`src/rtl/alu_pkg.sv`:
```
// Shared definitions for the byte-serial ALU adder: slice width,
// controller state encoding and the slice-index counter width.
package alu_pkg;

  localparam int SLICE_W = 8;

  typedef enum logic [1:0] {
    IDLE = 2'd0,
    RUN  = 2'd1,
    DONE = 2'd2
  } state_t;

  // Bits needed to count n slices; never less than one bit.
  function automatic int idx_width(input int n);
    return (n > 1) ? $clog2(n) : 1;
  endfunction

endpackage

```
`src/rtl/byte_serial_adder32_cra8.sv`:
```
// CRA8: 8-bit ripple-carry adder cell, the only arithmetic in the unit.
module CRA8
  import alu_pkg::*;
(
  input  logic [SLICE_W-1:0] i_a,
  input  logic [SLICE_W-1:0] i_b,
  input  logic               i_cin,
  output logic [SLICE_W-1:0] o_s,
  output logic               o_cout
);

  logic [SLICE_W:0] w_c;

  // Ripple the carry bit by bit through full-adder cells.
  always_comb begin
    w_c    = '0;
    o_s    = '0;
    w_c[0] = i_cin;
    for (int i = 0; i < SLICE_W; i++) begin
      o_s[i]   = i_a[i] ^ i_b[i] ^ w_c[i];
      w_c[i+1] = (i_a[i] & i_b[i]) | (w_c[i] & (i_a[i] ^ i_b[i]));
    end
    o_cout = w_c[SLICE_W];
  end

endmodule

```
`src/rtl/byte_serial_adder32.sv`:
```
// Multi-cycle add/subtract unit: one 8-bit slice per cycle, LSB first,
// valid/ready handshakes on operands and on the registered result.
module byte_serial_adder32
  import alu_pkg::*;
#(
  parameter int WIDTH = 32
) (
  input  logic             clk,
  input  logic             rst,
  input  logic             in_valid,
  output logic             in_ready,
  input  logic [WIDTH-1:0] a,
  input  logic [WIDTH-1:0] b,
  input  logic             sub,
  output logic             out_valid,
  input  logic             out_ready,
  output logic [WIDTH-1:0] sum,
  output logic             carry,
  output logic             overflow,
  output logic             zero
);

  localparam int NUM_SLICES = WIDTH / SLICE_W;
  localparam int IDX_W      = idx_width(NUM_SLICES);
  localparam logic [IDX_W-1:0] LAST_IDX = IDX_W'(NUM_SLICES - 1);

  state_t           r_state;
  state_t           w_state_next;
  logic [IDX_W-1:0] r_idx;
  logic [WIDTH-1:0] r_a;
  logic [WIDTH-1:0] r_b;
  logic             r_c;
  logic [WIDTH-1:0] r_sum;
  logic             r_carry;
  logic             r_ovf;
  logic             r_zero;
  logic             r_out_valid;

  logic [SLICE_W-1:0] w_sa;
  logic [SLICE_W-1:0] w_sb;
  logic [SLICE_W-1:0] w_ss;
  logic               w_cout;
  logic [WIDTH-1:0]   w_sum_next;
  logic               w_c_into_msb;
  logic               w_accept;
  logic               w_last;
  logic               w_release;
  int                 w_base;

  assign w_accept  = (r_state == IDLE) && in_valid;
  assign w_last    = (r_state == RUN) && (r_idx == LAST_IDX);
  assign w_release = (r_state == DONE) && out_ready;
  assign in_ready  = (r_state == IDLE) && !rst;

  assign w_base = int'(r_idx) * SLICE_W;
  assign w_sa   = r_a[w_base +: SLICE_W];
  assign w_sb   = r_b[w_base +: SLICE_W];

  CRA8 u_cra8 (
    .i_a    (w_sa),
    .i_b    (w_sb),
    .i_cin  (r_c),
    .o_s    (w_ss),
    .o_cout (w_cout)
  );

  // Result as it will look once the current slice is written; the flags
  // of the final slice are derived from this rather than from r_sum.
  always_comb begin
    w_sum_next = r_sum;
    w_sum_next[w_base +: SLICE_W] = w_ss;
    w_c_into_msb = r_a[WIDTH-1] ^ r_b[WIDTH-1] ^ w_sum_next[WIDTH-1];
  end

  // Controller state register.
  always_ff @(posedge clk or posedge rst) begin
    if (rst) r_state <= IDLE;
    else     r_state <= w_state_next;
  end

  // Next-state decode: accept, walk the slices, hold until consumed.
  always_comb begin
    w_state_next = r_state;
    case (r_state)
      IDLE:    if (w_accept)  w_state_next = RUN;
      RUN:     if (w_last)    w_state_next = DONE;
      DONE:    if (w_release) w_state_next = IDLE;
      default: w_state_next = IDLE;
    endcase
  end

  // Operand capture, per-slice accumulation and final flag generation.
  always_ff @(posedge clk or posedge rst) begin
    if (rst) begin
      r_idx       <= '0;
      r_a         <= '0;
      r_b         <= '0;
      r_c         <= 1'b0;
      r_sum       <= '0;
      r_carry     <= 1'b0;
      r_ovf       <= 1'b0;
      r_zero      <= 1'b0;
      r_out_valid <= 1'b0;
    end else if (w_accept) begin
      r_a   <= a;
      r_b   <= b ^ {WIDTH{sub}};
      r_c   <= sub;
      r_idx <= '0;
    end else if (r_state == RUN) begin
      r_sum <= w_sum_next;
      r_c   <= w_cout;
      r_idx <= w_last ? '0 : r_idx + 1'b1;
      if (w_last) begin
        r_carry     <= w_cout;
        r_ovf       <= w_c_into_msb ^ w_cout;
        r_zero      <= (w_sum_next == '0);
        r_out_valid <= 1'b1;
      end
    end else if (w_release) begin
      r_out_valid <= 1'b0;
    end
  end

  assign sum       = r_sum;
  assign carry     = r_carry;
  assign overflow  = r_ovf;
  assign zero      = r_zero;
  assign out_valid = r_out_valid;

endmodule
```
`config.mk`:
```
export PLATFORM = sky130hd
export DESIGN_NAME = byte_serial_adder32
export DESIGN_NICKNAME = d
export VERILOG_FILES = /design/src/rtl/alu_pkg.sv /design/src/rtl/byte_serial_adder32_cra8.sv /design/src/rtl/byte_serial_adder32.sv
export SDC_FILE = /design/constraint.sdc
export NUM_CORES = 1
export LEC_CHECK = 0
export ABC_AREA = 1
export ABC_CLOCK_PERIOD_IN_PS = 5060
export BUFFER_PORTS_ARGS = -buffer_cell sky130_fd_sc_hd__buf_2
export CAP_MARGIN = 20
export CORE_UTILIZATION = 50
export DETAILED_ROUTE_END_ITERATION = 16
export GPL_TIMING_DRIVEN = 0
export PLACE_DENSITY = 0.76
export SLEW_MARGIN = 20
export SYNTH_ARGS = -nofsm -noshare
export SYNTH_HDL_FRONTEND = slang
export SYNTH_SLANG_ARGS = --single-unit
```
`constraint.sdc`:
```
create_clock -name clk -period 5.06 [get_ports clk]
set_input_delay 0.759 -clock clk [delete_from_list [all_inputs] [get_ports clk]]
set_output_delay 0.759 -clock clk [all_outputs]
set_load 0.02 [all_outputs]
```
### Word level (Yosys, flattened, before mapping)

Cells that the tools add are included.

| storage, ports and cells | value |
|---|---|
| bits in read-only memories | 0 |
| register bits after elaboration | 105 |
| memories | 0 |
| RAM bits | 0 |
| input bits | 69 |
| output and inout bits | 37 |
| logic and storage cells | 93 |
| latch bits | 0 |

| cells by class | value |
|---|---|
| muxes and demuxes | 13 |
| reduce and logical (&&, ||, !) cells | 13 |
| div/mod/pow operators | 0 |
| shifts and indexed selects | 4 |
| bitwise gates (word level) | 45 |
| $mul | 0 |
| add/sub/neg operators | 2 |
| eq/ne operators | 6 |
| order comparisons | 0 |

Operator list:

| kind | number |
|---|---|
| 32-bit by 6-bit variable part select with 8-bit output | 2 |
| 5-bit negator with 33-bit output | 1 |
| 8-bit by 33-bit variable shift with 32-bit output, first input constant | 1 |
| 8-bit by 33-bit variable part select with 32-bit output | 1 |
| 32-bit bitwise mux | 1 |
| 32-bit logical NOT | 1 |
| 32-bit XOR | 1 |
| 1-bit XOR | 19 |
| 1-bit bitwise AND | 16 |
| 2-bit 2-to-1 mux | 6 |
| 3-bit AND reduction | 3 |
| 1-bit bitwise OR | 8 |
| 2-bit inequality test, second input constant | 3 |
| 2-bit one-hot mux with 3 select lines | 1 |
| 1-bit 2-to-1 mux | 5 |
| 2-bit equality test, second input constant | 2 |
| 1-bit logical AND | 4 |
| 2-bit nonzero test | 2 |
| 2-bit by 1-bit adder with 2-bit output, second input constant | 1 |
| 2-bit by 1-bit equality test with 1-bit output, second input constant | 1 |
| 2-bit logical NOT | 1 |
| 2-bit AND reduction | 1 |
| 1-bit logical NOT | 1 |
| 1-bit inverter | 1 |

### Depth between registers and ports, before layout

Gate-level depths: netlist (run 1).

| depth | value |
|---|---|
| depth after elaboration | 21 |
| gate-level depth with buffers | 26 |
| mapped depth without buffers | 24 |

### Hierarchy

Synthesis (run 1) repeated with hierarchy kept, for this count alone.

| unflattened totals | value |
|---|---|
| cells, all modules | 736 |
| area total of the unflattened synthesis | 5616.6 um^2 |

By module, submodules not included:

| module | cells an instance | times used | area each (um^2) | sequential area each (um^2) |
|---|---|---|---|---|
| byte_serial_adder32 | 718 | 1 | 5418.9 | 2627.5 |
| CRA8 | 18 | 1 | 197.7 | 0.0 |

### Worst setup path before layout (run 1)

OpenSTA, ideal clock, no wires.

| timing path | value |
|---|---|
| kind | register to register |
| start | register r_idx[0] |
| end | register r_zero, in the netlist zero |
| setup slack | 136 ps |
| cell stages (with the launch flop) | 27 |
| data required time | 4995 ps |
| path buffers | 2 |
| library setup time | 65 ps |
| data arrival time | 4859 ps |
| period minus slack after synthesis | 4924 ps |
| path through | dfrtp_1 -> buf_4 -> inv_4 -> clkbuf_1 -> nor2_1 -> nor2_1 -> a21oi_1 -> fa_1 -> fa_1 -> fa_1 -> fa_1 -> fa_1 -> inv_1 -> fa_1 -> inv_1 -> fa_1 -> fa_1 -> nor2_1 -> nand2_1 -> nor2_1 -> nor2_2 -> nand2_1 -> nor2_1 -> nand2_1 -> nor2_1 -> nand3_1 -> nand2_1 |

| between the ends | value |
|---|---|
| longest elaborated chain between the ends | 20 |
| elaborated cells between the ends (all ways) | 47 |
| classes of those cells | 1 x add/sub; 1 x eq/ne; 4 x shift; 1 x mux; 37 x bitwise; 3 x reduce/logical |

RTL lines:

| item | RTL line | RTL |
|---|---|---|
| start, declared | byte_serial_adder32.sv:29 | `logic [IDX_W-1:0] r_idx;` |
| start signal, assigned | byte_serial_adder32.sv:112 | `r_idx <= w_last ? '0 : r_idx + 1'b1;` |
| 32-bit by 6-bit variable part select with 8-bit output (on tied branches) | byte_serial_adder32.sv:56, byte_serial_adder32.sv:57 |  |
| 1-bit XOR | byte_serial_adder32_cra8.sv:20, byte_serial_adder32_cra8.sv:21 |  |
| 1-bit bitwise AND | byte_serial_adder32_cra8.sv:21 | `w_c[i+1] = (i_a[i] & i_b[i]) \| (w_c[i] & (i_a[i] ^ i_b[i]));` |
| 1-bit bitwise OR | byte_serial_adder32_cra8.sv:21 |  |
| 1-bit bitwise AND | byte_serial_adder32_cra8.sv:21 |  |
| 1-bit bitwise OR | byte_serial_adder32_cra8.sv:21 |  |
| 1-bit bitwise AND | byte_serial_adder32_cra8.sv:21 |  |
| 1-bit bitwise OR | byte_serial_adder32_cra8.sv:21 |  |
| [4 not listed] | - |  |
| 1-bit bitwise AND | byte_serial_adder32_cra8.sv:21 |  |
| 1-bit bitwise OR | byte_serial_adder32_cra8.sv:21 |  |
| 1-bit bitwise AND | byte_serial_adder32_cra8.sv:21 |  |
| 1-bit bitwise OR | byte_serial_adder32_cra8.sv:21 |  |
| 1-bit XOR | byte_serial_adder32_cra8.sv:20 | `o_s[i] = i_a[i] ^ i_b[i] ^ w_c[i];` |
| 8-bit by 33-bit variable part select with 32-bit output | byte_serial_adder32.sv:71 | `w_sum_next[w_base +: SLICE_W] = w_ss;` |
| 32-bit bitwise mux | byte_serial_adder32.sv:71 |  |
| 32-bit logical NOT | byte_serial_adder32.sv:116 | `r_zero <= (w_sum_next == '0);` |
| end signal, assigned | byte_serial_adder32.sv:116 |  |
| end, declared | byte_serial_adder32.sv:36 | `logic r_zero;` |

Parallel ways exist; a longest one is shown, timed or not.
A chain may end at the register's enable or synchronous reset.

### Final worst setup path (run 1)

Same ends and word-level chain as after synthesis.

==> results of run 1 <==
-- area by class of cell --
cell class,count,share of cell area
buffer,37,0.0378
clock inverter,3,0.00978
inverter,44,0.0267
tap,140,0.0263
timing repair buffer,113,0.0914
sequential,105,0.395
clock buffer,12,0.0218
multi-input combinational,510,0.391
-- sequential cells by signal, summed over array words and instances (netlist names) --
register / count
zero: 1
r_c: 1
r_state: 2
sum: 32
out_valid: 1
r_a: 32
r_idx: 2
r_b: 32
overflow: 1
carry: 1
-- power by group --
part	switching [mW]	leakage (nW)	internal (mW)	total [mW]
Combinational	1.78	1.87	1.06	2.84
Sequential	0.233	1.32	1.21	1.44
Clock	0.276	0.106	0.289	0.565
-- Yosys cell counts --
library cell	instances
nor2_4	1
nand2_2	1
or2_2	2
a31oi_1	8
buf_6	1
nor2_2	3
buf_2	18
buf_4	4
xor2_1	2
inv_2	3
nor3_1	1
a22oi_1	1
o22ai_1	8
inv_4	2
nand2_1	226
a21oi_1	14
nand4_1	1
nand3_1	18
fa_1	8
nor2_1	74
xnor2_1	33
inv_1	39
nand2_4	2
a32o_1	7
clkbuf_1	13
buf_1	1
o21ai_1	4
dfrtp_1	105
o21ai_0	89
ha_1	6
o221ai_1	1
-- logic make-up (layout without fill, tap and decap cells) --
| logic type | count (synthesis) | count (layout) | synth area share |
|---|---|---|---|
| DFF | 105 | 105 | 0.474 |
| and+or+nand+nor | 329 | 329 | 0.234 |
| buffers and inverters | 81 | 209 | 0.0639 |
| AOI/OAI and AO/OA | 132 | 132 | 0.130 |
| adders and majority gates | 14 | 14 | 0.0424 |
| xor gates and xnor gates | 35 | 35 | 0.0553 |
-- through the flow --
| stage | total power [mW] | util | std cells | setup WS [ps] |
|---|---|---|---|---|
| after CTS | 4.76 | 0.611 | 963 | 11.8 |
| final | 4.85 | 0.614 | 964 | 121 |
| after floorplan | 3.24 | - | 696 | 136 |
| after global placement | 3.96 | 0.576 | 940 | -603 |
| after global routing | 5.26 | 0.614 | 964 | -124 |
| after detailed placement | 4.05 | 0.579 | 941 | -688 |
-- routing by layer --
layer | track usage | vias to the layer above | wire length (µm)
met5 | 0 | - | 0
met4 | 0.0959 | 0 | 375
met3 | 0.0478 | 33 | 663
met2 | 0.453 | 150 | 6940
met1 | 0.351 | 2359 | 6230
li1 | - | 2468 | -
-- worst max-delay path: cells and delay by family, from the launching register on --
kind | cells | cell delay (ps)
adder cells (fa/ha/maj) | 8 | 2870
AND/OR/NAND/NOR | 11 | 850
buffers and inverters | 5 | 510
flip-flops | 1 | 380
AO/OA/AOI/OAI | 1 | 290
-- how the worst max path moves through the flow --
| stage | start | to | slack [ps] | depth (start not counted) |
|---|---|---|---|---|
| finish | r_idx[0] | zero | 120 | 25 |
| global route | r_idx[0] | zero | -120 | 25 |
| CTS | r_idx[0] | zero | 10 | 26 |
| detailed placement | r_idx[0] | zero | -690 | 26 |
| global placement | r_idx[0] | zero | -600 | 26 |
| floorplan | r_idx[0] | zero | 140 | 26 |
-- timing repair --
action,in CTS,in global routing
pin swaps,3,4
resized for setup,28,12
endpoints found under the setup margin,6,4
endpoints found under the hold margin,0,0
hold buffers,0,0
buffers inserted,7,1
==> flow_summary.ini, run 1 <==
[layout]
area_growth_pct = 20.0
diodes = 0
final_common_cell = nand2_1
stdcell_area_um2 = 6660
nFillCells = 1036
drive_gt1_frac = 0.223
layout_common_cells = nand2_1 (225), buf_2 (118), dfrtp_1 (104)
fin_nets = 903
register_area_um2 = 2630
multi_input_area_um2 = 2600

[sta]
hold_ws_ps = 419
hold_viol = 0
skew_ps = 8.02
tns_ps = 0
worst_pin_slew_ps = 468
fmax_mhz = 202
rsz0062_at_grt = true
drv_slew = 0
period_share = 0.976
relSlewSlack = 0.688
setup_viol = 0
finalCriticalPeriod_ps = 4940

[die]
core_area_um2 = 10800
dieWidth_um = 107
start_util = 0.511
die_h_um = 107
dieArea_um2 = 11500
rows = 38
ios = 106

[route]
ant_nets = 0
wl_per_cell_um = 14.7
drt-vias-per-instance = 5.20
drt_first_pass_iters = 6
drc_errors = 0
vias = 5010
drt-initial-drc-count = 239
totalWireLength_um = 14200

[setup_path]
critPathCaptureType = flop
ff2ff_setup_slack_ps = 120
r2r-start = r_idx[0]
r2r_cells = 25
crit_type = reg2reg
worst_r2r_endpoint = zero
crit_path_max_fanout = 10
slowest_stage = fa_2
crit_top_cell = fa_2
worst_ep_required_time_ps = 5380
cp-start-kind = flop
cp_slowest_stage_delay_ps = 590
critPathArrivalTime_ps = 5260

[place]
io_buffers = 104
hpwl_um = 10700
place_congestion = 0.887
place_area_um2 = 6270

[min_path]
worstHoldPathType = in2async

[yosys]
synth_area_leaders = dfrtp_1 (47%), nand2_1 (15%), o21ai_0 (8.0%)
ys_types = 31
netlist_area_um2 = 5540
synth_seq_cells = 105
yosys.area.top_type = dfrtp_1
synth_top_area_frac = 0.474
synth.yosys.seq_area_share = 0.474
synthCells = 696
synth.net_count = 779
avgSynthCellArea_um2 = 7.97
synth_warnings = 0

[clock_tree]
clk_pin_slew_ps = 100
clk_latency_ps = 380
cts_tree = yes
cts_buffers = 9
cts_num_sinks = 105
clockBufferDepth = 2
h-tree-depth = 3
cts_root_buf = clkbuf_8

[power]
p_leak_nw = 3.30
powerDensity_nw_per_um2 = 728
ir_drop_mv = 0.353

[grt]
grt_max_degree = 56
grt_pass1_wl_um = 23900
antenna_found_initial = 0
grt_pass1_vias = 4989
grtUsageTotal = 0.270
grt-ovfl-total = 0

[status]
status = finished clean

[job]
maxCapViolCount = 0
No activity file was read; power rests on OpenSTA's default activity.
==> inputs of run 2 (changes only) <==
- ABC_AREA: 1 -> unset
- PLACE_DENSITY: 0.76 -> 0.77
==> run 2 against run 1 <==
Combinational power is 12% lower; total power shrank 9.5%; synthesized cell count decreased by 24%; critical path depth shrank 6; hold slack worse by 84 ps; worst setup slack better by 47 ps; via count fell by 16%; sequential share of layout area is 3.3 points higher; count of clock-buffer cells in the layout is the same; sequential power about the same; die area decreased by 6.8%; area after synthesis shrank 6.9%; critical path type unchanged; largest cell class unchanged; highest routed layer unchanged.
==> flow_summary.ini, run 2 <==
[sta]
period_share = 0.967
setup_slack_ps = 168
hold_ws_ps = 334
worst_pin_slew_ps = 538
relSlewSlack = 0.641
hold_viol = 0
finalCriticalPeriod_ps = 4890
setup_viol = 0
fmax_mhz = 204
drv_slew = 0
skew_ps = 12.0

[job]
maxCapViolCount = 0

[yosys]
synth.yosys.seq_area_share = 0.509
synth.most_common_cell = nand2_1
synth_seq_cells = 105
synth_warnings = 0
avgSynthCellArea_um2 = 9.74
synthCells = 530
synth_top_area_frac = 0.509
yosys.area.top_type = dfrtp_1
synth.net_count = 613
netlist_area_um2 = 5160
synth_area_leaders = dfrtp_1 (51%), nand2_1 (13%), mux4_2 (7.0%)
synthArstFlopShare = 1.00
synth_flop_cell = dfrtp_1
ys_top_cells_by_count = nand2_1 (176), dfrtp_1 (105), o21ai_0 (67)
ys_types = 40
synth-edff-count = 0

[clock_tree]
h-tree-depth = 3
cts_root_buf = clkbuf_8
clk_latency_ps = 380
clk_pin_slew_ps = 100
clockBufferDepth = 2
cts_tree = yes
cts_buffers = 9
cts_num_sinks = 105

[grt]
grt_max_degree = 82
grt-ovfl-total = 0
grt_pass1_wl_um = 20500
grt_pass1_vias = 4204
antenna_found_initial = 0
grtUsageTotal = 0.245

[setup_path]
cp.depth = 19
critPathTopFamily = adder cells
cp-start-kind = flop
r2r_cells = 19
timing.critical_path.buf_inv = 6
crit_start = r_idx[0]
ff2ff_setup_slack_ps = 170
crit_path_max_fanout = 19
critPathArrivalTime_ps = 5170
worst_ep_required_time_ps = 5340
crit_type = reg2reg
cp_slowest_stage_delay_ps = 450
path_cells = buf_6 -> mux4_2 -> inv_1 -> fa_2 -> fa_2 -> fa_2 -> fa_2 -> fa_1 -> inv_1 -> fa_1 -> inv_1 -> fa_2 -> fa_2 -> nand3_2 -> nor2_4 -> buf_4 -> buf_4 -> a41o_1 -> a32o_1
crit_top_cell = fa_2
critPathCaptureType = flop
slowest_stage = fa_2
r2r-start = r_idx[0]
crit_end = zero
worst_r2r_endpoint = zero

[die]
dieArea_um2 = 10700
die_h_um = 104
start_util = 0.521
ios = 106
core_area_um2 = 9910
rows = 36
dieWidth_um = 104

[route]
drc_errors = 0
vias = 4205
totalWireLength_um = 12400
drt_first_pass_iters = 5
ant_nets = 0
drt-vias-per-instance = 5.33
drt-initial-drc-count = 275
wl_per_cell_um = 15.7

[layout]
drive_gt1_frac = 0.253
final_cells = 789
area_growth_pct = 19.1
utilization = 0.620
diodes = 0
fin_nets = 735
layout_common_cells = nand2_1 (176), buf_2 (109), dfrtp_1 (105)
final_common_cell = nand2_1

[place]
io_buffers = 104
place_ws_ps = -596
dp.cells = 768
hpwl_um = 9160
place_congestion = 0.945

[power]
ir_drop_mv = 0.471
power.switching_mw = 2.01
finalPower_mw = 4.39
p_seq_frac = 0.322
p_int_mw = 2.38
p_clk_frac = 0.107
p_leak_nw = 3.02
powerDensity_nw_per_um2 = 714
combPwrFrac = 0.571
switching_share = 0.458

[min_path]
worstHoldPathType = in2async

[status]
status = finished clean
## run 2: changes by cell type after synthesis, sizes merged, moves of 6 or more
| cell | before | now |
|---|---|---|
| o21ai | 93 | 67 |
| a32o | 7 | 1 |
| a31oi | 8 | 2 |
| a21oi | 14 | 5 |
| inv | 44 | 24 |
| o22ai | 8 | 1 |
| nand3 | 18 | 4 |
| nand2 | 229 | 177 |
| buf | 24 | 9 |
| clkbuf | 13 | 20 |
| mux4 | 0 | 16 |
| nor2 | 78 | 15 |
## run 2: routing by layer
metal / track usage / vias to the layer above / part of all wire
met5: 0 / - / 0
met4: 0.105 / 0 / 0.019
met3: 0.0566 / 21 / 0.059
met2: 0.395 / 157 / 0.49
met1: 0.319 / 2033 / 0.43
li1: - / 1994 / -
## run 2: how the worst min path moves through the flow
stage / cells past startpoint / end / slack [ps] / startpoint
after floorplan: 2 / r_a[16] / 440 / r_a[16]
after global placement: 2 / r_a[14] / 450 / r_a[14]
after detailed placement: 2 / r_a[28] / 460 / r_a[28]
after CTS: 2 / r_a[17] / 320 / rst
after global routing: 2 / r_a[14] / 330 / rst
final: 2 / r_a[14] / 330 / rst
## run 2: power by group through the flow
| stage | combinational [mW] | sequential [mW] | clock (mW) |
|---|---|---|---|
| 6_report | 2.51 | 1.41 | 0.469 |
| 4_1_cts | 2.42 | 1.40 | 0.477 |
| 3_3_place_gp | 2.23 | 1.40 | 0 |
| 3_5_place_dp | 2.28 | 1.42 | 0 |
| 2_1_floorplan | 1.49 | 1.44 | 0 |
| 5_1_grt | 2.75 | 1.45 | 0.510 |
## run 2: layout make-up
cell class	count	area [µm²]
Timing Repair Buffer	113	608
Clock inverter	3	17.5
Buffer	27	136
Multi-Input combinational cell	372	2350
Fill cell	849	3760
Inverter	24	95.1
Clock buffer	12	145
Tap cell	133	166
Sequential cell	105	2630
## run 2: logic make-up (layout without fill, tap and decap cells)
family / Yosys count / count (layout) / synth area share
buffers and inverters: 53 / 179 / 0.0424
flip-flops: 105 / 105 / 0.509
AO/OA/AOI/OAI: 89 / 89 / 0.0980
multiplexers: 17 / 17 / 0.0718
adder cells (fa/ha/maj): 14 / 14 / 0.0456
AND/OR/NAND/NOR: 217 / 217 / 0.174
XOR/XNOR: 35 / 35 / 0.0594
## run 2: through the flow
stage	area (µm²)	TNS [ps]
floorplan	5160	0
global placement	5850	-534
detailed placement	5880	-741
CTS	6120	0
global route	6140	-9.41
finish	6140	0
## run 2: repair_timing
action / 4_1_cts / 5_1_grt
pin swaps: 4 / 7
hold buffers: 0 / 0
endpoints found under the setup margin: 3 / 1
cloned: 0 / 0
gates resized for setup: 13 / 6
setup buffers: 4 / 4
==> inputs of run 3 (changes only) <==
- PLACE_DENSITY: 0.77 -> 0.81
==> run 3 against run 2 <==
Maximum frequency shrank 1.1%; combinational power is 2% higher; global-route usage increased by 0.44 points; register-to-register slack lost 50 ps; core utilization grew 0.088 points; wire length is 2.1% higher; sequential power hardly changed; die area unchanged; clock power up 8.5%; hold slack got worse by 22 ps.
==> flow_summary.ini, run 3 (synthesized netlist as in run 2, its figures left out) <==
[sta]
hold_ws_ps = 312
worst_pin_slew_ps = 532
drv_slew = 0
hold_viol = 0
relSlewSlack = 0.645
skew_ps = 17.0
setup_slack_ps = 115
finalCriticalPeriod_ps = 4940
fmax_mhz = 202
period_share = 0.977
setup_viol = 0

[power]
finalPower_mw = 4.47
powerDensity_nw_per_um2 = 726
p_leak_nw = 3.02
ir_drop_mv = 0.455

[clock_tree]
clk_pin_slew_ps = 110
cts_tree = yes
clk_latency_ps = 380
cts_num_sinks = 105
cts_buffers = 9
h-tree-depth = 3
clockBufferDepth = 2
cts_root_buf = clkbuf_8

[place]
hpwl_um = 9260
dp.cells = 768
place_ws_ps = -620
io_buffers = 104
place_congestion = 0.928

[die]
die_h_um = 104
core_area_um2 = 9910
ios = 106
start_util = 0.521
dieArea_um2 = 10700
dieWidth_um = 104
rows = 36

[layout]
final_common_cell = nand2_1
drive_gt1_frac = 0.258
fin_nets = 734
final_cells = 789
area_growth_pct = 19.3
nFillCells = 831
diodes = 0
layout_common_cells = nand2_1 (176), buf_2 (109), dfrtp_1 (105)

[grt]
grtUsageTotal = 0.249
grt_pass1_vias = 4202
grt_max_degree = 84
antenna_found_initial = 0
grt-ovfl-total = 0
grt_pass1_wl_um = 20900

[setup_path]
crit_top_cell = fa_2
crit_type = reg2reg
critPathArrivalTime_ps = 5260
slowest_stage = fa_2
cp-start-kind = flop
worst_r2r_endpoint = zero
r2r-start = r_idx[0]
worst_ep_required_time_ps = 5380
cp_slowest_stage_delay_ps = 570
r2r_cells = 19
path_cells = buf_6 -> mux4_2 -> inv_1 -> fa_2 -> fa_2 -> fa_2 -> fa_2 -> fa_2 -> inv_2 -> fa_1 -> inv_1 -> fa_2 -> fa_2 -> nand3_2 -> nor2_2 -> buf_4 -> o41ai_1 -> nor4_1 -> a32o_2
crit_path_max_fanout = 19
critPathCaptureType = flop
ff2ff_setup_slack_ps = 120

[route]
wl_per_cell_um = 16.0
ant_nets = 0
totalWireLength_um = 12600
drc_errors = 0
drt-vias-per-instance = 5.33
vias = 4202
drt_first_pass_iters = 6
drt-initial-drc-count = 247

[job]
maxCapViolCount = 0

[min_path]
worstHoldPathType = in2async

[status]
status = finished clean
## run 3: layout make-up
cell class / count / area (µm²) / share of cell area
sequential: 105 / 2630 / 0.427
inverter: 24 / 95.1 / 0.0155
clock buffer: 11 / 141 / 0.0230
timing repair buffer: 112 / 601 / 0.0976
buffer: 27 / 136 / 0.0222
clock inverter: 5 / 46.3 / 0.00752
tap: 133 / 166 / 0.0270
multi-input combinational: 372 / 2340 / 0.380
## run 3: worst max-delay path by stage
stage	from	to	slack, ps
after global placement	r_idx[0]	zero	-530
after global routing	r_idx[0]	zero	-4
after floorplan	r_idx[0]	zero	20
after CTS	r_idx[1]	zero	10
final	r_idx[0]	zero	120
after detailed placement	r_idx[1]	zero	-620
## run 3: what timing repair did
item	in CTS	in global routing
setup endpoints to repair	3	1
pin swaps	4	5
hold buffers	0	0
hold endpoints to repair	0	0
buffers inserted	3	4
resized for setup	15	5
## run 3: layer usage
layer	vias to the layer above	track usage	wire length [µm]
li1	1991	-	-
met1	2005	0.340	5270
met2	178	0.405	6100
met3	28	0.0302	910
met4	0	0.109	359
met5	-	0	0
## run 3: where the power goes
group	leakage (nW)	switching, mW	internal (mW)
Combinational	1.58	1.54	1.02
Sequential	1.34	0.221	1.18
Clock	0.0964	0.307	0.202
## run 3: worst max-delay path: cells and delay by family, from the launching register on
| kind | cells | cell delay (ps) |
|---|---|---|
| adder cells (fa/ha/maj) | 8 | 2850 |
| buffers and inverters | 5 | 500 |
| flip-flops | 1 | 400 |
| AND/OR/NAND/NOR | 3 | 520 |
| AO/OA/AOI/OAI | 2 | 280 |
| multiplexers | 1 | 340 |
## run 3: per-stage QoR
stage	util	instance area, µm²	TNS (ps)
floorplan	-	5160	0
global placement	0.590	5850	-575
detailed placement	0.594	5880	-852
CTS	0.620	6140	0
global route	0.621	6150	-4.44
finish	0.621	6150	0
